## config.mk

```make
export PLATFORM = sky130hd
export DESIGN_NAME = muldiv_seq
export DESIGN_NICKNAME = d
export VERILOG_FILES = /design/src/rtl/muldiv_seq.sv
export SDC_FILE = /design/constraint.sdc
export NUM_CORES = 1
export LEC_CHECK = 0
export BUFFER_PORTS_ARGS = -buffer_cell sky130_fd_sc_hd__buf_2
export CAP_MARGIN = 20
export CORE_ASPECT_RATIO = 1.25
export CORE_UTILIZATION = 50
export DETAILED_ROUTE_END_ITERATION = 6
export HOLD_SLACK_MARGIN = 0.12
export PLACE_DENSITY_LB_ADDON = 0.2
export RECOVER_POWER = 25
export SLEW_MARGIN = 20
export SYNTH_ARGS = -nofsm -noshare
export SYNTH_HDL_FRONTEND = slang
export SYNTH_SLANG_ARGS = --single-unit
```

## constraint.sdc

```tcl
create_clock -name clk -period 6.2 [get_ports clk]
set_clock_uncertainty 0.1 [all_clocks]
set_input_delay 0.62 -clock clk [delete_from_list [all_inputs] [get_ports clk]]
set_output_delay 0.62 -clock clk [all_outputs]
set_load 0.1 [all_outputs]
```

## src/rtl/muldiv_seq.sv

```systemverilog
// muldiv_seq: iterative HI/LO multiply/divide sequencer.
//
// Runs mult/multu/div/divu one bit per clock on operand magnitudes. The
// result sign is fixed up in a final cycle, and then the unit writes the
// architectural HI/LO registers. mthi/mtlo writes and a pipeline flush are
// also handled here.
//
// Ports:
//   clk      - clock, all state updates on the rising edge
//   rst_n    - synchronous active-low reset
//   start    - issue request, sampled only while idle
//   op       - 00 mult, 01 multu, 10 div, 11 divu
//   rs_val   - multiplicand / dividend (sampled at the start edge)
//   rt_val   - multiplier / divisor    (sampled at the start edge)
//   flush    - cancels an in-flight operation, HI/LO left untouched
//   hi_we    - mthi strobe (honoured only when not busy)
//   lo_we    - mtlo strobe (honoured only when not busy)
//   wdata    - mthi/mtlo data
//   busy     - operation in flight
//   done     - one-cycle pulse, HI/LO updated this cycle
//   hi, lo   - architectural HI/LO registers
//   div_zero - (MULDIV_DIVZERO_FLAG_EN only) pulses with done when a
//              div/divu completed with a zero divisor
//
// Optional feature macro: MULDIV_DIVZERO_FLAG_EN adds the div_zero output.

module muldiv_seq #(
  parameter int WIDTH = 32
) (
  input  logic             clk,
  input  logic             rst_n,
  input  logic             start,
  input  logic [1:0]       op,
  input  logic [WIDTH-1:0] rs_val,
  input  logic [WIDTH-1:0] rt_val,
  input  logic             flush,
  input  logic             hi_we,
  input  logic             lo_we,
  input  logic [WIDTH-1:0] wdata,
  output logic             busy,
  output logic             done,
  output logic [WIDTH-1:0] hi,
  output logic [WIDTH-1:0] lo
`ifdef MULDIV_DIVZERO_FLAG_EN
  ,
  output logic             div_zero
`endif
);

  localparam int CW = (WIDTH > 1) ? $clog2(WIDTH) : 1;
  localparam logic [CW-1:0] LAST = CW'(WIDTH - 1);

  typedef enum logic [1:0] {IDLE, CALC, FIX} state_t;

  state_t             state;
  logic [CW-1:0]      count;
  logic               is_div;     // latched op[1]
  logic               neg_res;    // negate product / quotient in FIX
  logic               neg_rem;    // negate remainder in FIX
  logic [WIDTH-1:0]   opnd;       // |multiplicand| or |divisor|
  logic [2*WIDTH-1:0] acc;        // mult: {partial, multiplier}; div: {rem, quo}
`ifdef MULDIV_DIVZERO_FLAG_EN
  logic               dz_q;
`endif

  // Operand conditioning for the start edge. Only op[0]=0 is signed.
  logic             rs_neg, rt_neg, rt_zero, accept;
  logic [WIDTH-1:0] rs_abs, rt_abs;

  assign rs_neg  = ~op[0] & rs_val[WIDTH-1];
  assign rt_neg  = ~op[0] & rt_val[WIDTH-1];
  assign rs_abs  = rs_neg ? -rs_val : rs_val;
  assign rt_abs  = rt_neg ? -rt_val : rt_val;
  assign rt_zero = (rt_val == '0);
  assign accept  = (state == IDLE) && start && !flush;

  // One iteration of shift-add or restoring shift-subtract.
  logic [WIDTH:0]       mul_sum;
  logic [WIDTH:0]       div_diff;
  logic [2*WIDTH-1:0]   acc_step;
  logic [2*WIDTH-1:0]   prod_fix;
  logic [WIDTH-1:0]     quo_fix, rem_fix;

  // NOTE: every signal driven here gets a value on every path first, so no
  // latch can be inferred.
  always_comb begin
    mul_sum  = {1'b0, acc[2*WIDTH-1:WIDTH]} + (acc[0] ? {1'b0, opnd} : '0);
    div_diff = acc[2*WIDTH-1:WIDTH-1] - {1'b0, opnd};
    acc_step = {mul_sum, acc[WIDTH-1:1]};
    if (is_div) begin
      // Borrow clear: divisor fits, keep the difference and shift in a 1.
      if (!div_diff[WIDTH]) acc_step = {div_diff[WIDTH-1:0], acc[WIDTH-2:0], 1'b1};
      else                  acc_step = {acc[2*WIDTH-2:0], 1'b0};
    end
    prod_fix = neg_res ? -acc : acc;
    quo_fix  = neg_res ? -acc[WIDTH-1:0] : acc[WIDTH-1:0];
    rem_fix  = neg_rem ? -acc[2*WIDTH-1:WIDTH] : acc[2*WIDTH-1:WIDTH];
  end

  // NOTE: the arithmetic datapath has no reset; it is always loaded at the
  // start edge before it is read, so only control state and HI/LO are reset.
  always_ff @(posedge clk) begin
    if (accept) begin
      is_div  <= op[1];
      // A zero divisor yields all-ones quotient and the raw dividend as
      // remainder, so the quotient must not be sign-flipped in that case.
      neg_res <= (rs_neg ^ rt_neg) & ~(op[1] & rt_zero);
      neg_rem <= rs_neg;
      if (op[1]) begin
        acc  <= {{WIDTH{1'b0}}, rs_abs};
        opnd <= rt_abs;
      end else begin
        acc  <= {{WIDTH{1'b0}}, rt_abs};
        opnd <= rs_abs;
      end
`ifdef MULDIV_DIVZERO_FLAG_EN
      dz_q <= op[1] & rt_zero;
`endif
    end else if (state == CALC) begin
      acc <= acc_step;
    end
  end

  // Control FSM and architectural registers.
  // NOTE: sequential state uses non-blocking assignments so every register
  // samples the pre-edge values of the others.
  always_ff @(posedge clk) begin
    if (!rst_n) begin
      state <= IDLE;
      count <= '0;
      busy  <= 1'b0;
      done  <= 1'b0;
      hi    <= '0;
      lo    <= '0;
`ifdef MULDIV_DIVZERO_FLAG_EN
      div_zero <= 1'b0;
`endif
    end else begin
      done <= 1'b0;
`ifdef MULDIV_DIVZERO_FLAG_EN
      div_zero <= 1'b0;
`endif
      if (flush && busy) begin
        state <= IDLE;
        busy  <= 1'b0;
      end else begin
        case (state)
          IDLE: begin
            if (hi_we) hi <= wdata;
            if (lo_we) lo <= wdata;
            if (start && !flush) begin
              state <= CALC;
              busy  <= 1'b1;
              count <= '0;
            end
          end
          CALC: begin
            count <= count + 1'b1;
            if (count == LAST) state <= FIX;
          end
          FIX: begin
            state <= IDLE;
            busy  <= 1'b0;
            done  <= 1'b1;
            if (is_div) begin
              hi <= rem_fix;
              lo <= quo_fix;
            end else begin
              {hi, lo} <= prod_fix;
            end
`ifdef MULDIV_DIVZERO_FLAG_EN
            div_zero <= dz_q;
`endif
          end
          default: state <= IDLE;
        endcase
      end
    end
  end

endmodule

```

==> reports/metrics.yaml <==
global_routing:
  grt_antenna_before_repair: 1
  grt_pass1_wl_mm: 74.26
  grtUsageTotal_pct: 32.34
  grt_pass1_vias: 13310
  grt.overflow.total: 0
  grt_start_max_net_pins: 70
clock_network:
  htree_levels: 4
  ctsHoldBuffers: 0
  cts_buffers: 17
  cts-root-buf: "clkbuf_16"
  cts_resized: 0
  clockBufferDepth: 2
  cts_setup_buffers: 0
  clock_latency_ps: 450
  clock-sinks: 172
  clk_pin_slew_ps: 70
  cts_tree: "yes"
placed_design:
  gp_congestion: 0.9741
  hpwl_mm: 37.66
  port_buffers: 169
  dp_cells: 2229
floorplan:
  start_util_pct: 51.19
  dieArea_sq_um: 29950
  die_w_um: 155.0
  core-area_sq_um: 28580
  num_rows: 69
  ios: 170
  die_h_um: 193.2
final_layout:
  multi_input_area_sq_um: 9543
  drive_above_1_share_pct: 10.10
  final_util_pct: 56.78
  syn_to_final_growth_pct: 10.91
  fillers: 2739
  instances_no_fill: 2263
  seq_area_sq_um: 4434
  fin_nets: 2035
detailed_routing:
  drt_iter0_drc: 1143
  routed_wl_mm: 48.43
  viasPerCell: 6.092
  vias: 13790
  ant_nets: 0
  drcViolationCount: 0
  first_pass_iters: 6
  wire_per_inst_um: 21.40
synth:
  syn_inst: 1752
  synth_edf_count: 99
  ys_seq_area_share_pct: 30.31
  yosys-top-cells-area: "edfxtp_1 20%, dfxtp_1 10%, mux2i_1 7.9%"
  ys_warn_count: 0
  netlist_area_sq_um: 14630
  synth.avg_cell_area_sq_um: 8.350
  synth_cell_types: 79
  yosysTopAreaCellShare_pct: 20.32
  async_flop_share_pct: 0
  synth_seq_cells: 172
  synth_top_area_cell: "edfxtp_1"
  synthFlopType: "edfxtp_1"
  synth_fp_nets: 1928
setup_path:
  worst_r2r_path_depth: 12
  required_ps: 6030
  crit_family: "buffers and inverters"
  arrival_ps: 4570
  critPathBufInv: 1
  cp-endpoint: "opnd[18]"
  critPathMaxStageDelay_ps: 2930
  reg2reg_slack_ps: 2110
  worstPathMaxFanout: 69
  crit_cells: 2
  cp-startpoint: "op[1]"
  critPathKind: "primary input to flip-flop"
  end_kind: "flip-flop"
  crit_chain: "clkbuf_1, mux2i_1"
  crit_slowest_cell: "clkbuf_1"
  r2r_end: "acc[63]"
  r2r-start: "acc[0]"
  start_kind: "primary input"
sta:
  tightest_slew_ps: 4232
  finalHoldViolCount: 0
  period_share_pct: 76.48
  setup-tns-final_ps: 0
  maxSlewViolCount: 130
  period_needed_ps: 4742
  clock.fmax_mhz: 210.9
  slew_headroom_pct: -182.1
  rsz0062_at_grt: "false"
  finalSetupViolCount: 0
pwr:
  p_leak_nw: 6.617
  p_per_area_nw_per_um2: 283.2
  peakVddDrop_mv: 0.1769
worst_hold_path:
  min_from: "wdata[7]"
  min_path_type: "primary input to flip-flop"
outcome:
  violations: "max-capacitance violations, max-slew violations"
  status: "finished, violations left"
run:
  max_cap_viol_count: 2
[synth_stat cells (15+ instances only)]
cell	n
a211oi_1	45
a21o_1	30
a21oi_1	188
a31oi_1	18
clkbuf_1	77
dfxtp_1	73
edfxtp_1	99
ha_1	70
inv_1	68
mux2i_1	116
nand2_1	130
nand2b_1	20
nand3_1	21
nor2_1	181
nor2b_1	48
nor3_1	36
o211ai_1	19
o21ai_0	96
o31ai_1	25
or3_1	15
xnor2_1	112
xor2_1	59
[layer usage]
| metal | part of all wire (%) | wire [um] | vias to the layer above | global-route usage, % |
|---|---|---|---|---|
| met2 | 50 | 24320 | 526 | 57.37 |
| met4 | 5.1 | 2479 | 0 | 16.61 |
| met5 | 0 | 0 | - | 0 |
| met1 | 39 | 19120 | 6555 | 38.23 |
| met3 | 5.2 | 2515 | 131 | 3.472 |
| li1 | - | - | 6575 | - |
[through the flow]
step / area [sq um] / power, mW / worst slack (ps) / hold slack (ps)
global placement: 15670 / 3.380 / 2112 / 336.4
finish: 16230 / 4.596 / 1458 / 330.2
floorplan: 14630 / 2.909 / 2644 / 359.0
detailed placement: 15670 / 3.410 / 2034 / 345.4
global route: 16230 / 4.813 / 1185 / 325.6
CTS: 16310 / 4.572 / 2024 / 316.4
[placed cells by master, fill, tap and decap left out, drive strengths merged, types with 15 or more instances in the layout]
master,count
a211oi,45
a21o,31
a21oi,188
a31oi,18
buf,114
clkbuf,87
dfxtp,73
edfxtp,99
ha,70
inv,75
mux2i,116
nand2,130
nand2b,20
nand3,21
nor2,181
nor2b,48
nor3,36
o211ai,19
o21ai,97
o31ai,25
or3,22
or4,15
xnor2,112
xor2,59
[sequential cells by signal, summed over array words and instances, names as in the netlist]
register,count
busy,1
done,1
lo,32
state,2
opnd,32
neg_res,1
acc,64
hi,32
count,5
is_div,1
neg_rem,1
[power breakdown]
group          switching, mW  internal [mW]
sequential             0.183           1.36
clock                  0.524          0.653
combinational           1.19          0.680
[worst min-delay path, stage by stage]
cell	delay, ps
buf_2	90
a32oi_1	80
o31ai_1	60
[how the worst min path moves through the flow]
stage | end | cells after the start
6_report | hi[7] | 3
5_1_grt | hi[7] | 3
4_1_cts | hi[7] | 3
3_5_place_dp | hi[27] | 2
3_3_place_gp | hi[27] | 2
2_1_floorplan | count[4] | 2
[logic make-up after synthesis]
kind of cell / count (synthesis) / synth area share [%]
flip-flops: 172 / 30.31
AND/OR/NAND/NOR: 539 / 17.88
adder cells (fa/ha/maj): 72 / 6.261
XOR/XNOR: 171 / 10.24
buffers and inverters: 164 / 4.678
AO/OA/AOI/OAI: 511 / 22.15
multiplexers: 123 / 8.476
[layout make-up]
type                       instances  share of cell area (%)
tap                              390                   3.007
timing repair buffer             184                   5.359
inverter                          68                   1.573
sequential                       172                   27.33
clock buffer                      17                   2.622
clock inverter                    15                   1.280
antenna                            1                 0.01542
multi-input combinational       1416                   58.81
(Power assumes the default switching activity.)
